`src/rtl/flappy_pkg.sv`:
```
// -----------------------------------------------------------------------------
// flappy_pkg
// Shared definitions for the flappy game blocks: game state encoding, screen
// geometry and the default pipe/bird geometry also used by the pipe generator.
// Also holds the vertical clamp helper used by the bird physics.
// -----------------------------------------------------------------------------
package flappy_pkg;

  // Game state, also exported on the state[1:0] bus to the pipe generator
  typedef enum logic [1:0] {
    ST_IDLE  = 2'd0,
    ST_PLAY  = 2'd1,
    ST_DYING = 2'd2,
    ST_OVER  = 2'd3
  } state_e;

  localparam int SCREEN_W = 640;
  localparam int SCREEN_H = 480;

  localparam int SLOT_WIDTH_DEF  = 100;
  localparam int SLOT_HEIGHT_DEF = 100;
  localparam int BIRD_HPOS_DEF   = 320;
  localparam int BIRD_XWIDTH_DEF = 34;

  // Clamp an 11-bit two's-complement position into [0, hi].
  // A set bit 10 means the sum went negative (above the ceiling).
  function automatic logic [8:0] clamp_y(input logic [10:0] sum, input logic [10:0] hi);
    logic [8:0] res;
    if (sum[10]) begin
      res = 9'd0;
    end else if (sum > hi) begin
      res = hi[8:0];
    end else begin
      res = sum[8:0];
    end
    return res;
  endfunction

endpackage

```
`src/rtl/flap_edge_sync.sv`:
```
// -----------------------------------------------------------------------------
// flap_edge_sync
// Brings the asynchronous flap button into the clk_2ms domain and turns each
// rising edge into a single-cycle registered flap pulse.
// Ports:
//   clk_2ms - game tick clock
//   rst_n   - asynchronous active-low reset
//   btn     - debounced button level, asynchronous to clk_2ms
//   flap    - one-cycle pulse per button press (registered)
// -----------------------------------------------------------------------------
module flap_edge_sync
  import flappy_pkg::*;
(
  input  logic clk_2ms,
  input  logic rst_n,
  input  logic btn,
  output logic flap
);

  logic s1_q, s1_d;
  logic s2_q, s2_d;
  logic s3_q, s3_d;
  logic flap_q, flap_d;

  // Next values: two-stage synchronizer, previous-value flop, edge pulse
  always_comb begin
    s1_d   = btn;
    s2_d   = s1_q;
    s3_d   = s2_q;
    // s3 lags s2 by one cycle, so this is high for exactly one cycle per rise
    flap_d = s2_q & ~s3_q;
  end

  // Synchronizer, edge-detect and pulse registers
  always_ff @(posedge clk_2ms or negedge rst_n) begin
    if (!rst_n) begin
      s1_q   <= 1'b0;
      s2_q   <= 1'b0;
      s3_q   <= 1'b0;
      flap_q <= 1'b0;
    end else begin
      s1_q   <= s1_d;
      s2_q   <= s2_d;
      s3_q   <= s3_d;
      flap_q <= flap_d;
    end
  end

  assign flap = flap_q;

endmodule

```
`src/rtl/flappy_game_ctrl.sv`:
```
// -----------------------------------------------------------------------------
// flappy_game_ctrl
// Game controller: bird vertical physics (gravity, flap, ceiling/floor clamp),
// pipe and floor collision, and the IDLE/PLAY/DYING/OVER game FSM.
// Ports:
//   clk_2ms   - game tick clock
//   rst_n     - asynchronous active-low reset
//   btn       - debounced flap button (asynchronous level)
//   pip_X     - pipe right edge from the pipe generator (0..740)
//   pip_Y     - gap bottom from the pipe generator (100..479)
//   state     - game state: 0 IDLE, 1 PLAY, 2 DYING, 3 OVER
//   bird_Y    - bird top coordinate
//   hit       - one-cycle pulse on entering DYING
//   game_over - high while in OVER
// -----------------------------------------------------------------------------
module flappy_game_ctrl
  import flappy_pkg::*;
#(
  parameter int SLOT_WIDTH  = SLOT_WIDTH_DEF,
  parameter int SLOT_HEIGHT = SLOT_HEIGHT_DEF,
  parameter int BIRD_HPOS   = BIRD_HPOS_DEF,
  parameter int BIRD_XWIDTH = BIRD_XWIDTH_DEF,
  parameter int BIRD_H      = 24,
  parameter int BIRD_Y0     = 228,
  parameter int FLAP_VEL    = 6,
  parameter int VMAX        = 8,
  parameter int TICK_DIV    = 8
) (
  input  logic       clk_2ms,
  input  logic       rst_n,
  input  logic       btn,
  input  logic [9:0] pip_X,
  input  logic [8:0] pip_Y,
  output logic [1:0] state,
  output logic [8:0] bird_Y,
  output logic       hit,
  output logic       game_over
);

  localparam int TW = (TICK_DIV > 1) ? $clog2(TICK_DIV) : 1;
  localparam logic [TW-1:0] TICK_LAST = TW'(TICK_DIV - 1);
  localparam logic [TW-1:0] TICK_ONE  = TW'(1);

  // All geometry compares are done unsigned in 11 bits
  localparam logic [10:0] X_LO     = 11'(BIRD_HPOS - BIRD_XWIDTH);
  localparam logic [10:0] X_HI     = 11'(BIRD_HPOS + SLOT_WIDTH);
  localparam logic [10:0] Y_FLOOR  = 11'(SCREEN_H - BIRD_H);
  localparam logic [10:0] GAP_H    = 11'(SLOT_HEIGHT);
  localparam logic [10:0] BIRD_H_W = 11'(BIRD_H);
  localparam logic [8:0]  Y_START  = 9'(BIRD_Y0);

  localparam logic signed [7:0] VEL_FLAP = 8'(-FLAP_VEL);
  localparam logic signed [8:0] VEL_MAX  = 9'(VMAX);
  localparam logic signed [7:0] VEL_MAX8 = 8'(VMAX);

  state_e                state_q, state_d;
  logic [8:0]            bird_y_q, bird_y_d;
  logic signed [7:0]     vel_q, vel_d;
  logic [TW-1:0]         tick_q, tick_d;
  logic                  hit_q, hit_d;

  logic                  flap;
  logic                  run;
  logic                  step;
  logic                  pipe_hit;
  logic                  floor_hit;
  logic [10:0]           pip_x_w;
  logic [10:0]           pip_y_w;
  logic [10:0]           bird_w;
  logic [10:0]           gap_top;
  logic [10:0]           y_sum;
  logic signed [8:0]     vel_inc;
  logic [8:0]            bird_y_step;
  logic signed [7:0]     vel_step;

  flap_edge_sync u_flap_edge_sync (
    .clk_2ms (clk_2ms),
    .rst_n   (rst_n),
    .btn     (btn),
    .flap    (flap)
  );

  // Collision detection on registered bird position and current pipe inputs
  always_comb begin
    pip_x_w   = {1'b0, pip_X};
    pip_y_w   = {2'b00, pip_Y};
    bird_w    = {2'b00, bird_y_q};
    gap_top   = pip_y_w - GAP_H;
    floor_hit = (bird_w == Y_FLOOR);
    if ((pip_x_w > X_LO) && (pip_x_w < X_HI)) begin
      pipe_hit = (bird_w < gap_top) || ((bird_w + BIRD_H_W) > pip_y_w);
    end else begin
      pipe_hit = 1'b0;
    end
  end

  // Physics step candidates: clamped position and gravity-limited velocity
  always_comb begin
    run         = (state_q == ST_PLAY) || (state_q == ST_DYING);
    step        = run && (tick_q == TICK_LAST);
    y_sum       = bird_w + {{3{vel_q[7]}}, vel_q};
    bird_y_step = clamp_y(y_sum, Y_FLOOR);
    // One extra bit so vel+1 cannot wrap before the terminal-velocity limit
    vel_inc     = {vel_q[7], vel_q} + 9'sd1;
    if (vel_inc > VEL_MAX) begin
      vel_step = VEL_MAX8;
    end else begin
      vel_step = vel_inc[7:0];
    end
  end

  // Game FSM next state, position, velocity and hit pulse
  always_comb begin
    state_d  = state_q;
    bird_y_d = bird_y_q;
    vel_d    = vel_q;
    hit_d    = 1'b0;
    case (state_q)
      ST_IDLE: begin
        bird_y_d = Y_START;
        if (flap) begin
          state_d = ST_PLAY;
          vel_d   = VEL_FLAP;
        end else begin
          vel_d   = 8'sd0;
        end
      end
      ST_PLAY: begin
        if (step) begin
          bird_y_d = bird_y_step;
          vel_d    = vel_step;
        end else begin
          bird_y_d = bird_y_q;
        end
        // A collision beats a coincident flap; a flap beats the step's gravity
        if (pipe_hit || floor_hit) begin
          state_d = ST_DYING;
          hit_d   = 1'b1;
        end else if (flap) begin
          vel_d   = VEL_FLAP;
        end else begin
          state_d = ST_PLAY;
        end
      end
      ST_DYING: begin
        if (floor_hit) begin
          state_d = ST_OVER;
          vel_d   = 8'sd0;
        end else if (step) begin
          bird_y_d = bird_y_step;
          vel_d    = vel_step;
        end else begin
          state_d = ST_DYING;
        end
      end
      ST_OVER: begin
        if (flap) begin
          state_d  = ST_IDLE;
          bird_y_d = Y_START;
          vel_d    = 8'sd0;
        end else begin
          state_d  = ST_OVER;
        end
      end
      default: begin
        state_d  = ST_IDLE;
        bird_y_d = Y_START;
        vel_d    = 8'sd0;
      end
    endcase
  end

  // Physics tick divider: counts only while staying in PLAY/DYING
  always_comb begin
    if (run && !step && ((state_d == ST_PLAY) || (state_d == ST_DYING))) begin
      tick_d = tick_q + TICK_ONE;
    end else begin
      tick_d = {TW{1'b0}};
    end
  end

  // State, physics and hit registers
  always_ff @(posedge clk_2ms or negedge rst_n) begin
    if (!rst_n) begin
      state_q  <= ST_IDLE;
      bird_y_q <= Y_START;
      vel_q    <= 8'sd0;
      tick_q   <= {TW{1'b0}};
      hit_q    <= 1'b0;
    end else begin
      state_q  <= state_d;
      bird_y_q <= bird_y_d;
      vel_q    <= vel_d;
      tick_q   <= tick_d;
      hit_q    <= hit_d;
    end
  end

  assign state     = state_q;
  assign bird_Y    = bird_y_q;
  assign hit       = hit_q;
  assign game_over = (state_q == ST_OVER);

endmodule

```
`config.mk`:
```
export PLATFORM = sky130hd
export DESIGN_NAME = flappy_game_ctrl
export DESIGN_NICKNAME = d
export VERILOG_FILES = /design/src/rtl/flappy_pkg.sv /design/src/rtl/flap_edge_sync.sv /design/src/rtl/flappy_game_ctrl.sv
export SDC_FILE = /design/constraint.sdc
export NUM_CORES = 1
export LEC_CHECK = 0
export ABC_AREA = 1
export CAP_MARGIN = 15
export CORE_AREA = 2 2 74 76
export CTS_CLUSTER_SIZE = 30
export DETAILED_ROUTE_END_ITERATION = 10
export DIE_AREA = 0 0 76 78
export GPL_TIMING_DRIVEN = 0
export HOLD_SLACK_MARGIN = 0.03
export PLACE_DENSITY_LB_ADDON = 0.12
export SLEW_MARGIN = 40
export SYNTH_ARGS = -nofsm -noshare
export SYNTH_HDL_FRONTEND = slang
export SYNTH_HIERARCHICAL = 1
export SYNTH_SLANG_ARGS = --single-unit
export TNS_END_PERCENT = 10
```
`constraint.sdc`:
```
create_clock -name clk_2ms -period 6.8 [get_ports clk_2ms]
set_input_delay 2.04 -clock clk_2ms [delete_from_list [all_inputs] [get_ports clk_2ms]]
set_output_delay 2.04 -clock clk_2ms [all_outputs]
set_load 0.01 [all_outputs]
```
==> results of run 1 <==
per-stage QoR:
step           instances  power (mW)  hold WS [ns]  worst slack (ns)
2_1_floorplan        385       0.184         0.331              2.87
3_3_place_gp         489       0.204         0.354              2.12
3_5_place_dp         489       0.205         0.359              2.08
4_1_cts              493       0.302         0.383              2.38
5_1_grt              493       0.314         0.396              2.07
6_report             493       0.298         0.388              2.41
critical path, cell delays in order:
cell,delay (ns)
clkdlybuf4s50_1,0.48
inv_1,0.08
ha_1,0.23
nand2_1,0.11
nand2_1,0.07
xor2_1,0.14
ha_1,0.29
a21o_1,0.18
nor2_1,0.09
nand2_1,0.07
nand2_1,0.06
nand2_1,0.04
nand2_1,0.08
nand2_2,0.06
nand2_2,0.07
inv_1,0.05
nand3_1,0.07
nand2_2,0.09
inv_2,0.09
nand2_1,0.05
nand2_1,0.05
o21ai_1,0.06
cell usage after synthesis, drive strengths merged:
library cell    n
nand2         106
inv            67
ha             35
nor2           31
dfrtp          23
nand3          21
a21oi          19
o21ai          19
xor2           17
nor3            8
o211ai          5
xnor2           5
dfstp           4
nand4           4
a21boi          3
nand3b          3
o22ai           3
or2             3
a21o            1
a22oi           1
a2bb2oi         1
a311oi          1
clkbuf          1
clkinv          1
fa              1
nor4            1
o21bai          1
flip-flops by register name (all words and copies together), names as in the netlist:
register / cells
u_flap_edge_sync/s2_q: 1
bird_Y: 9
tick_q: 3
u_flap_edge_sync/s3_q: 1
u_flap_edge_sync/s1_q: 1
state: 2
u_flap_edge_sync/flap: 1
vel_q: 8
hit: 1
cell type report:
| class | count | share of cell area |
|---|---|---|
| Sequential cell | 27 | 0.211 |
| Timing Repair Buffer | 34 | 0.104 |
| Tap cell | 70 | 0.0272 |
| Buffer | 1 | 0.00117 |
| Clock buffer | 3 | 0.0128 |
| Inverter | 68 | 0.0792 |
| Multi-Input combinational cell | 289 | 0.562 |
| Clock inverter | 1 | 0.00233 |
per-layer routing:
metal,up-vias,GRT usage
li1,1310,-
met1,1170,0.244
met2,36,0.399
met3,14,0.0198
met4,0,0.0891
met5,-,0
kinds of logic (layout without fill, tap and decap cells):
logic type / count (synthesis) / in the layout / share of synthesized area
DFF: 27 / 27 / 0.247
xor gates and xnor gates: 22 / 22 / 0.0728
adders and majority gates: 36 / 36 / 0.167
AOI/OAI and AO/OA: 54 / 54 / 0.120
and+or+nand+nor: 177 / 177 / 0.299
buffers and inverters: 69 / 107 / 0.0942
power groups by stage:
stage	clock network [mW]	logic [mW]	registers [mW]
final	0.0965	0.0384	0.163
after CTS	0.0997	0.0393	0.163
after global placement	0	0.0378	0.166
after detailed placement	0	0.0390	0.166
after global routing	0.106	0.0443	0.163
after floorplan	0	0.0187	0.165
path summary, 6_finish.rpt:
path	startpoint	end	slack (ns)	cells after the start
worst min-delay path	u_flap_edge_sync/s1_q	u_flap_edge_sync/s2_q	0.39	0
min in group asynchronous	rst_n	vel_q[6]	1.76	1
worst min register to register	u_flap_edge_sync/s1_q	u_flap_edge_sync/s2_q	0.39	0
worst max register to register	bird_Y[3]	vel_q[3]	3.89	22
worst max-delay path	pip_Y[2]	vel_q[6]	2.41	22
max in group asynchronous	rst_n	u_flap_edge_sync/s3_q	4.64	1
layout by cell type, fill, tap and decap left out, drive strengths merged, types with 3 or more instances in the layout:
master	instances
dfrtp	23
clkbuf	4
inv	67
nand3b	3
clkdlybuf4s50	33
nand2	106
a21boi	3
xor2	17
nor3	8
nand3	21
xnor2	5
o211ai	5
nand4	4
dfstp	4
nor2	31
o21ai	19
o22ai	3
or2	3
a21oi	19
ha	35
==> run_results.csv, run 1 <==
group,metric,value,unit
synth,yosys.area.top_type,"dfrtp_1",
floorplanning,io_pins,35,
floorplanning,die_w,76,um
sta,slew_headroom,0.591,
clocking,root_buffer,"clkbuf_8",
synth,ys_ff_latch,27,
finish,drive_gt1_frac,0.102,
sta,finalMaxSlewViolations,0,
synth,syn_area,2750,um2
detailed_routing,wl_met2,3170,um
detailed_routing,wl_per_cell,12.3,um
global_routing,grt_pass1_vias,2442,
power_and_ir_drop,combPwrFrac,0.129,
clocking,clock_sinks,27,
clocking,cts_tree,"built",
sta,rsz0062_at_grt,"no",
floorplanning,chipHeight,78,um
finish,fillCellCount,480,
power_and_ir_drop,p_per_area,92.4,nW/um2
global_routing,grt_pass1_wl,10300,um
sta,setup_viol,0,
worst_setup_path,cp.required,6.98,ns
clocking,cts_buffers,3,
sta,tightestPinTransition,0.614,ns
clocking,htreeDepth,1,
detailed_routing,dr.max_layer_used,"met4",
finish,diodes,0,
synth,ys_seq_area_frac,0.247,
synth,synth_top_area_share,0.209,
finish,fin_area,3220,um2
sta,hold_viol,0,
placement,dp_hpwl,5040,um
detailed_routing,viasPerCell,5.13,
power_and_ir_drop,peakVddDrop,0.106,mV
synth,synthCells,385,
placement,port-buffer-count,34,
sta,max_freq,0.228,GHz
clocking,clock_path_buffers,2,
worst_setup_path,arrival,4.57,ns
detailed_routing,drt_iter0_drc,76,
power_and_ir_drop,p_int,223,uW
synth,synth_fp_nets,443,
finish,regArea,681,um2
floorplanning,core_area,5040,um2
synth,synth_warnings,6,
power_and_ir_drop,sw_frac_of_total,0.251,
placement,place.gp.congestion,0.932,
worst_setup_path,endpoint_kind,"flip-flop",
job,drv_cap,0,
detailed_routing,drc,0,
worst_hold_path,hold_class,"reg2reg",
clocking,postCtsHoldBufs,0,
worst_setup_path,cp_max_fo,4,
sta,finClkSkew,0.00349,ns
run_status,outcome,"finished, final reports clean",
sta,fin_crit,4.39,ns
power_and_ir_drop,seq_power_share,0.547,
sta,min_period_over_period,0.646,
clocking,cts_resized,0,
detailed_routing,wl_met1,2590,um
clocking,clk_pin_slew,0.10,ns
detailed_routing,via_count,2530,
clocking,clk_latency,0.28,ns
detailed_routing,dr.pass1.iters,4,
power_and_ir_drop,power.share.clock,0.324,
worst_setup_path,critical_path_class,"in2reg",
finish,multi_input_area,1810,um2
finish,postLayoutCoreUtil,0.639,
global_routing,grt_overflow,0,
detailed_routing,wl_met3,136,um
power_and_ir_drop,p_leak,1.69,nW
finish,area_growth,17.2,%
floorplanning,die-area,5930,um2
global_routing,track_usage,0.211,
worst_setup_path,setup.worst_path.start_class,"input port",
synth,avgSynthCellArea,7.14,um2
floorplanning,rows,26,
power_and_ir_drop,p_sw,74.7,uW
detailed_routing,drt.antenna.violating_nets,0,
placement,place_area,3170,um2
synth,synth_cell_types,41,
finish,nets,482,
global_routing,grt_max_degree,28,
global_routing,antenna_found_initial,0,
sta,finalSetupTns,0,ns
synth,synthTopCellsByArea,"dfrtp_1 (21%), ha_1 (16%), nand2_1 (13%)",
clocking,postCtsSetupRepairBufs,0,
detailed_routing,drt-total-wl,6050,um
floorplanning,start_util,0.545,
No activity file was read; power rests on OpenSTA's default activity.
==> run 2: changes to the inputs <==
==> constraint.sdc (replaced) <==
create_clock -name clk_2ms -period 4.5 [get_ports clk_2ms]
set_input_delay 1.35 -clock clk_2ms [delete_from_list [all_inputs] [get_ports clk_2ms]]
set_output_delay 1.35 -clock clk_2ms [all_outputs]
set_load 0.01 [all_outputs]
==> results of run 2 <==
The final DEF is identical to that of run 1. Status: finished, final reports clean.
Main changes from that run: setup slack after placement 2.08 ns -> 0.474 ns; setup slack after layout 2.41 ns -> 0.799 ns; register-to-register setup slack 3.89 ns -> 1.59 ns; total power 0.298 mW -> 0.450 mW; worst IR drop on VDD 0.106 mV -> 0.161 mV
